===== config.mk =====
export PLATFORM = sky130hd
export DESIGN_NAME = modulo_arbiter
export DESIGN_NICKNAME = d
export VERILOG_FILES = /design/src/rtl/modulo_arb_pkg.sv /design/src/rtl/rr_picker.sv /design/src/rtl/modulo_arbiter.sv
export SDC_FILE = /design/constraint.sdc
export NUM_CORES = 1
export LEC_CHECK = 0
export BUFFER_PORTS_ARGS = -buffer_cell sky130_fd_sc_hd__buf_2
export CAP_MARGIN = 25
export CORE_MARGIN = 2
export CORE_UTILIZATION = 45
export CTS_CLUSTER_DIAMETER = 60
export DETAILED_ROUTE_END_ITERATION = 8
export PLACE_DENSITY = 0.88
export SETUP_SLACK_MARGIN = 0.1
export SLEW_MARGIN = 20
export SYNTH_ARGS = -nofsm -noshare
export SYNTH_HDL_FRONTEND = slang
export SYNTH_SLANG_ARGS = --single-unit

===== constraint.sdc =====
create_clock -name clk -period 4 [get_ports clk]
set_input_delay 0.6 -clock clk [delete_from_list [all_inputs] [get_ports clk]]
set_output_delay 0.6 -clock clk [all_outputs]
set_load 0.1 [all_outputs]

===== src/rtl/modulo_arb_pkg.sv =====
// Shared definitions for the modulo arbiter slice.
//
// Holds the default width/count constants used as parameter defaults by
// modulo_arbiter, the arbiter state type and a small index-width helper.
package modulo_arb_pkg;

  localparam int DEFAULT_DATA_WIDTH     = 8;
  localparam int DEFAULT_NUM_REQ        = 4;
  localparam int DEFAULT_TIMEOUT_CYCLES = 64;

  typedef enum logic [1:0] {
    ST_IDLE   = 2'd0,
    ST_LAUNCH = 2'd1,
    ST_WAIT   = 2'd2,
    ST_RESP   = 2'd3
  } arb_state_e;

  // Width of a requester index; never narrower than one bit.
  function automatic int idx_width(input int n);
    return (n > 1) ? $clog2(n) : 1;
  endfunction

endpackage


===== src/rtl/rr_picker.sv =====
// Combinational round-robin picker.
//
// Chooses the lowest valid index strictly after last_grant, wrapping
// around NUM_REQ, and reports it both one-hot and as a binary index.
//
// Ports:
//   valid      in   NUM_REQ  request vector
//   last_grant in   IDX_W    index granted most recently
//   grant      out  NUM_REQ  one-hot pick (all zero when nothing valid)
//   grant_idx  out  IDX_W    binary index of the pick
//   any_valid  out  1        at least one request is valid
module rr_picker #(
  parameter int NUM_REQ = 4,
  parameter int IDX_W   = 2
) (
  input  logic [NUM_REQ-1:0] valid,
  input  logic [IDX_W-1:0]   last_grant,
  output logic [NUM_REQ-1:0] grant,
  output logic [IDX_W-1:0]   grant_idx,
  output logic               any_valid
);

  // Walk offsets 1..NUM_REQ so that last_grant itself is considered last;
  // the first valid candidate found wins.
  always_comb begin
    int               cand;
    logic [IDX_W-1:0] cand_idx;
    grant     = '0;
    grant_idx = '0;
    any_valid = 1'b0;
    cand      = 0;
    cand_idx  = '0;
    for (int off = 1; off <= NUM_REQ; off++) begin
      cand     = (int'(last_grant) + off) % NUM_REQ;
      cand_idx = IDX_W'(cand);
      if (!any_valid && valid[cand_idx]) begin
        any_valid       = 1'b1;
        grant[cand_idx] = 1'b1;
        grant_idx       = cand_idx;
      end
    end
  end

endmodule


===== src/rtl/modulo_arbiter.sv =====
// Round-robin arbiter that shares one external modulo unit between
// NUM_REQ requesters, one operation in flight at a time.
//
// Optional feature: define MODULO_ARBITER_WATCHDOG_EN to bound the wait
// for mod_done to TIMEOUT_CYCLES; a timed-out operation answers with
// rsp_err=1 and rsp_data=0. Without it, the wait is unbounded and
// rsp_err is tied low.
//
// Ports:
//   clk, reset    clock and synchronous active-high reset
//   req_valid     per-requester request, held until req_ready
//   req_a         per-requester operand (2*DATA_WIDTH+1 bits)
//   req_mod       per-requester modulus (DATA_WIDTH bits)
//   req_ready     one-hot acceptance strobe (IDLE only)
//   rsp_valid     one-hot, one-cycle result strobe
//   rsp_data      shared result bus, valid with rsp_valid
//   rsp_err       error qualifier for rsp_data
//   mod_start     one-cycle start pulse to the modulo unit
//   mod_a         operand to the modulo unit
//   mod_modulant  modulus to the modulo unit
//   mod_out       result from the modulo unit
//   mod_done      level done from the modulo unit
module modulo_arbiter
  import modulo_arb_pkg::*;
#(
  parameter int DATA_WIDTH     = DEFAULT_DATA_WIDTH,
  parameter int NUM_REQ        = DEFAULT_NUM_REQ,
  parameter int TIMEOUT_CYCLES = DEFAULT_TIMEOUT_CYCLES
) (
  input  logic                                 clk,
  input  logic                                 reset,
  input  logic [NUM_REQ-1:0]                   req_valid,
  input  logic [NUM_REQ-1:0][2*DATA_WIDTH:0]   req_a,
  input  logic [NUM_REQ-1:0][DATA_WIDTH-1:0]   req_mod,
  output logic [NUM_REQ-1:0]                   req_ready,
  output logic [NUM_REQ-1:0]                   rsp_valid,
  output logic [DATA_WIDTH-1:0]                rsp_data,
  output logic                                 rsp_err,
  output logic                                 mod_start,
  output logic [2*DATA_WIDTH:0]                mod_a,
  output logic [DATA_WIDTH-1:0]                mod_modulant,
  input  logic [DATA_WIDTH-1:0]                mod_out,
  input  logic                                 mod_done
);

  localparam int IDX_W = idx_width(NUM_REQ);
  localparam int OPW   = 2 * DATA_WIDTH + 1;

  arb_state_e             state;
  arb_state_e             next_state;
  logic [IDX_W-1:0]       last_grant;
  logic [IDX_W-1:0]       cap_idx;
  logic [OPW-1:0]         cap_a;
  logic [DATA_WIDTH-1:0]  cap_mod;
  logic [DATA_WIDTH-1:0]  result_q;
  logic                   first_wait;
  logic                   leave_wait;

  logic [NUM_REQ-1:0]     pick_onehot;
  logic [IDX_W-1:0]       pick_idx;
  logic                   pick_any;

  rr_picker #(
    .NUM_REQ (NUM_REQ),
    .IDX_W   (IDX_W)
  ) u_picker (
    .valid      (req_valid),
    .last_grant (last_grant),
    .grant      (pick_onehot),
    .grant_idx  (pick_idx),
    .any_valid  (pick_any)
  );

`ifdef MODULO_ARBITER_WATCHDOG_EN
  localparam int             WD_W     = $clog2(TIMEOUT_CYCLES + 1);
  localparam logic [WD_W-1:0] WD_LIMIT = WD_W'(TIMEOUT_CYCLES - 1);

  logic [WD_W-1:0] wd_cnt;
  logic            wd_expire;
  logic            err_q;
`endif

  // Next-state logic. The unit's done level is stale during the first WAIT
  // cycle (the start pulse has only just been registered), so it is only
  // trusted from the second WAIT cycle onward.
  always_comb begin
    next_state = state;
    leave_wait = 1'b0;
`ifdef MODULO_ARBITER_WATCHDOG_EN
    wd_expire  = 1'b0;
`endif
    case (state)
      ST_IDLE: begin
        if (pick_any) next_state = ST_LAUNCH;
      end
      ST_LAUNCH: begin
        next_state = ST_WAIT;
      end
      ST_WAIT: begin
        if (!first_wait && mod_done) begin
          leave_wait = 1'b1;
        end
`ifdef MODULO_ARBITER_WATCHDOG_EN
        else if (wd_cnt == WD_LIMIT) begin
          leave_wait = 1'b1;
          wd_expire  = 1'b1;
        end
`endif
        if (leave_wait) next_state = ST_RESP;
      end
      ST_RESP: begin
        next_state = ST_IDLE;
      end
      default: begin
        next_state = ST_IDLE;
      end
    endcase
  end

  // Strobes are masked while reset is asserted so that a reset cycle never
  // shows an acceptance, a start or a response.
  assign req_ready    = (state == ST_IDLE && !reset) ? pick_onehot : '0;
  assign mod_start    = (state == ST_LAUNCH) && !reset;
  assign rsp_valid    = (state == ST_RESP && !reset) ? (NUM_REQ'(1) << cap_idx) : '0;
  assign rsp_data     = result_q;
  assign mod_a        = cap_a;
  assign mod_modulant = cap_mod;

  // State register, operand capture at grant time and result latch on the
  // way out of WAIT.
  always_ff @(posedge clk) begin
    if (reset) begin
      state      <= ST_IDLE;
      last_grant <= IDX_W'(NUM_REQ - 1);
      cap_idx    <= '0;
      cap_a      <= '0;
      cap_mod    <= '0;
      result_q   <= '0;
      first_wait <= 1'b0;
    end else begin
      state      <= next_state;
      first_wait <= (state == ST_LAUNCH);
      if (state == ST_IDLE && pick_any) begin
        cap_idx    <= pick_idx;
        cap_a      <= req_a[pick_idx];
        cap_mod    <= req_mod[pick_idx];
        last_grant <= pick_idx;
      end
      if (leave_wait) begin
`ifdef MODULO_ARBITER_WATCHDOG_EN
        result_q <= wd_expire ? '0 : mod_out;
`else
        result_q <= mod_out;
`endif
      end
    end
  end

`ifdef MODULO_ARBITER_WATCHDOG_EN
  // Watchdog counts WAIT cycles; the error flag is only meaningful during
  // the RESP cycle and is cleared as RESP is left.
  always_ff @(posedge clk) begin
    if (reset) begin
      wd_cnt <= '0;
      err_q  <= 1'b0;
    end else begin
      if (state == ST_WAIT) wd_cnt <= wd_cnt + 1'b1;
      else                  wd_cnt <= '0;
      if (leave_wait)             err_q <= wd_expire;
      else if (state == ST_RESP)  err_q <= 1'b0;
    end
  end

  assign rsp_err = err_q;
`else
  assign rsp_err = 1'b0;
`endif

endmodule


==> flow_results.org <==
** Run status
- The run finished with clean final reports.

** GRT
- The via count of the first global-routing pass is 2471.
- Global routing used 24.6% of the available met1 tracks.
- Global routing consumed, on the met2 layer, 36.7% of the routing resources.
- For this run the aggregate overflow at the end of global routing stands at 0.
- Pin count of the biggest net entering global routing :: 30
- Wire length of the first global-routing pass :: 11000 um
- The global routing stage identified its most utilized layer as met2.
- The number of antenna violations at the first check in global routing was 0.
- Global routing consumed, on the met3 layer, 5.05% of the routing resources.
- Across every metal layer, demand over resource in global routing totals 21.1%.

** Die
- CORE AREA :: 0.00589 mm^2
- Die Area :: 0.00673 mm^2
- Count of boundary I/O pins :: 158
- Horizontal extent of the die :: 82.0 um
- The floorplan has 28 rows.
- The die is 82.0 um tall.
- Starting Density :: 46.6%

** STA
- Clock period minus final worst setup slack :: 3480 ps
- Setup violations remaining at the end of the flow were counted as 0.
- Max-slew violation count :: 0
- Fin Clk Skew :: 8.84 ps
- Highest achievable clock rate :: 287 MHz
- Period Utilization, post-route :: 87.1%
- For the final routed database, the setup TNS stands at 0 ps.
- At the pin with the least slew margin, the transition time is 606 ps.
- Setup repair after global routing left no endpoint under its margin.
- The count of endpoints failing hold in the final timing report was 0.
- Measured against its own limit, the worst slew margin works out to 59.6%.

** Power and ir drop
- VDD sags by at most 0.000562 V.
- The internal portion of the total power is 1.52 mW.
- The share of total power dissipated in the clock network is 9.7%.
- PwrDens :: 886 mW/mm^2
- Of the total power, the share spent switching nets is 54.5%.
- The share of total power dissipated in sequential elements is 17.7%.
- The analysis attributes to cell leakage a power of 1.86 nW.
- Net switching power figure :: 1.82 mW
- Logic pwr share :: 72.6%

** Synthesis
- After synthesis the netlist holds a flip-flop and latch count of 40.
- Number of distinct library cells after synthesis :: 42
- Post-Synthesis Net Count :: 401
- Number of flops mapped to enable cells by yosys :: 0
- Synth Warn # :: 0
- The largest total area in the synthesized netlist belongs to dfxtp_1.
- The cell area that synthesis handed to floorplanning was 0.00274 mm^2.
- Among all flip-flop cells after synthesis, the most frequent one is dfxtp_1.
- In the synthesized netlist, the number of instances is 273.
- Xor-xnor portion of the synthesized cell area :: 0.959%
- Post-synthesis area per instance :: 10.0 um^2
- Mux cell area share after synthesis :: 25.9%
- Area share of the leading cell type in the synthesized netlist :: 29.2%
- By area the synthesized netlist is led by dfxtp_1, mux2i_1, o221ai_2.
- Simple logic cell fraction of the synthesized area :: 12.6%
- Fraction of registers with async set or reset after synthesis :: 0%
- The synthesized netlist devotes 5.94% of its cell area to adder and majority cells.
- Sequential element share of the synthesized area :: 29.2%
- Dominant combinational cell family by area after synthesis :: multiplexers
- The synthesized netlist devotes 19.6% of its cell area to compound gates.

** Place
- Total cell area at the placement stage :: 0.00366 mm^2
- Placer congestion estimate :: 0.911
- Post-DP HPWL :: 5760 um
- Buffers placed on the I/O ports in this run total 156.

** Worst setup path
- Highest cell delay on the worst timing path :: 620 ps
- STA puts the critical path data arrival time at 2880 ps.
- Walking the worst path, the cells encountered are inv_1 > ha_1 > mux4_2 > nor4b_2 > a2bb2oi_1 > a21oi_2 > buf_12.
- The slowest stage of the critical path belongs to the cell mux4_2.
- STA puts the critical path data required time at 3400 ps.
- CP endpoint kind :: output port
- Along the worst path, the maximum fanout reaches 7.
- Type of the worst setup path :: reg -> out
- Setup crit start kind :: flop

** Routing
- Count of nets left with antenna violations after detail routing :: 0
- The first routing iteration left 93 violations.
- Number of remaining DRC errors :: 0
- Total wirelength of the detailed-routed design :: 7300 um
- Using the TritonRoute via totals, the vias-per-cell ratio works out to 5.33.
- Summing over every cut layer, the via total after detailed routing is 2653.
- After detailed routing, the average wire length per cell comes to 14.7 um.
- Detailed-router iteration count before antenna repair :: 4

** Clocking
- In this run, post-CTS repair resized a total of 0 instances.
- The clock tree synthesis step divided the H-tree into 2 levels.
- Clock tree root driver cell :: clkbuf_8
- For this design, the sink count on the clock tree is 40.
- Once the clock tree was built, the setup fixing pass inserted 0 buffers.
- In this run, post-CTS hold repair placed 0 buffers.
- TritonCTS built the clock tree.
- Clk buf depth :: 2
- The later pin in the worst-skew pair is clocked with a latency of 290 ps.
- Clock tree synthesis inserted a total of 5 buffers.
- Clock-pin slew was measured on the worst setup and hold paths at 80 ps.

** Layout
- After routing the design area is 0.00378 mm^2.
- The layout has 476 filler cells.
- NumNets Final :: 550
- Relative to the synthesized area, the layout overhead comes to 37.9%.
- The repair_antennas step left the layout with diodes totalling 0.
- Cells with a size suffix above 1 make up 49.4% of the layout.

** Job
- The tool flagged a number of max-cap violations equal to 0.

** Worst hold path
- In this run the worst hold path is classified as reg -> reg.
-- synth_stat cells, drive strengths merged (2+ instances only) --
cell type  number
mux2i          62
dfxtp          40
nand2          30
o221ai         25
nor2           18
buf            14
ha             13
a21oi           8
clkbuf          7
inv             7
a22oi           5
a2bb2oi         4
mux4            4
nor2b           4
nor3            4
nand2b          3
xnor2           3
a211oi          2
nor4b           2
nor4bb          2
o21ai           2
-- worst paths after layout --
path                                 to  slack, ps                        from  cells past startpoint
hold reg to reg   mod_a[0]$_SDFFE_PP0P_        470       mod_a[0]$_SDFFE_PP0P_                      2
hold / removal    mod_a[0]$_SDFFE_PP0P_        470       mod_a[0]$_SDFFE_PP0P_                      2
setup reg to reg  mod_a[8]$_SDFFE_PP0P_        650  last_grant[0]$_SDFFE_PP1P_                      9
setup / recovery           req_ready[0]        520  last_grant[0]$_SDFFE_PP1P_                      7
-- power groups by stage --
| stage | Combinational (mW) | Clock (mW) | Sequential (mW) |
|---|---|---|---|
| 2_1_floorplan | 1.46 | 0 | 1.18 |
| 3_5_place_dp | 2.44 | 0 | 0.597 |
| 6_report | 2.43 | 0.325 | 0.592 |
| 4_1_cts | 2.44 | 0.332 | 0.593 |
| 3_3_place_gp | 2.38 | 0 | 0.594 |
| 5_1_grt | 2.58 | 0.347 | 0.606 |
-- routing by layer --
layer,wire (um),vias to the layer above
li1,-,1313
met1,2950,1197
met2,3680,125
met4,175,0
met3,502,18
met5,0,-
-- metrics by stage --
| step | power [mW] | utilization, % | hold WS (ps) | instances | setup WS (ps) |
|---|---|---|---|---|---|
| 2_1_floorplan | 2.64 | - | 508 | 273 | 88.5 |
| 3_3_place_gp | 2.97 | 62.2 | 445 | 490 | 694 |
| 3_5_place_dp | 3.04 | 62.2 | 443 | 490 | 628 |
| 4_1_cts | 3.36 | 64.1 | 471 | 498 | 265 |
| 5_1_grt | 3.53 | 64.2 | 495 | 498 | 338 |
| 6_report | 3.35 | 64.2 | 473 | 498 | 515 |
-- area by class of cell --
class	count	area, um^2	share of cell area (%)
clock buffer	6	72.6	1.92
multi-input combinational	205	1860	49.1
inverter	7	26.3	0.696
clock inverter	2	35.0	0.927
timing repair buffer	163	893	23.7
sequential	40	801	21.2
tap	75	93.8	2.48
-- worst max-delay path, delay by kind of cell, from the launching register on --
| kind | cells | cell delay [ps] |
|---|---|---|
| and+or+nand+nor | 1 | 510 |
| muxes | 1 | 620 |
| AOI/OAI and AO/OA | 2 | 380 |
| buffers and inverters | 2 | 320 |
| adders and majority gates | 1 | 440 |
| DFF | 1 | 330 |
-- flip-flops by register name, summed over array words and instances, names as in the netlist --
signal and flops:
mod_a 17, mod_modulant 8, rsp_data 8, cap_idx 2
last_grant 2, state 2, first_wait 1
-- kinds of logic after synthesis --
| family | count (synthesis) |
|---|---|
| AO/OA/AOI/OAI | 53 |
| XOR/XNOR | 3 |
| adder cells (fa/ha/maj) | 13 |
| buffers and inverters | 28 |
| flip-flops | 40 |
| multiplexers | 66 |
| other | 1 |
| AND/OR/NAND/NOR | 69 |
-- cell usage in the layout (no fill, tap or decap), types with 2 or more instances in the layout --
master	Yosys	final
buf_2	6	152
mux2i_1	62	62
nor2b_1	4	4
inv_1	5	5
a21oi_4	0	3
nand2_1	30	30
mux4_2	4	4
xnor2_1	3	2
buf_12	0	4
a211oi_1	2	2
o21ai_0	2	2
a21oi_1	8	4
ha_1	13	13
nor3_1	3	3
nor4bb_2	0	2
inv_2	2	2
dfxtp_1	40	40
o221ai_1	5	5
o221ai_2	20	20
clkbuf_8	0	5
buf_4	3	7
a22oi_1	5	5
nand2b_1	3	3
nor2_1	17	17
a2bb2oi_1	4	4
nor4b_2	0	2
No activity file was read; power rests on OpenSTA's default activity.
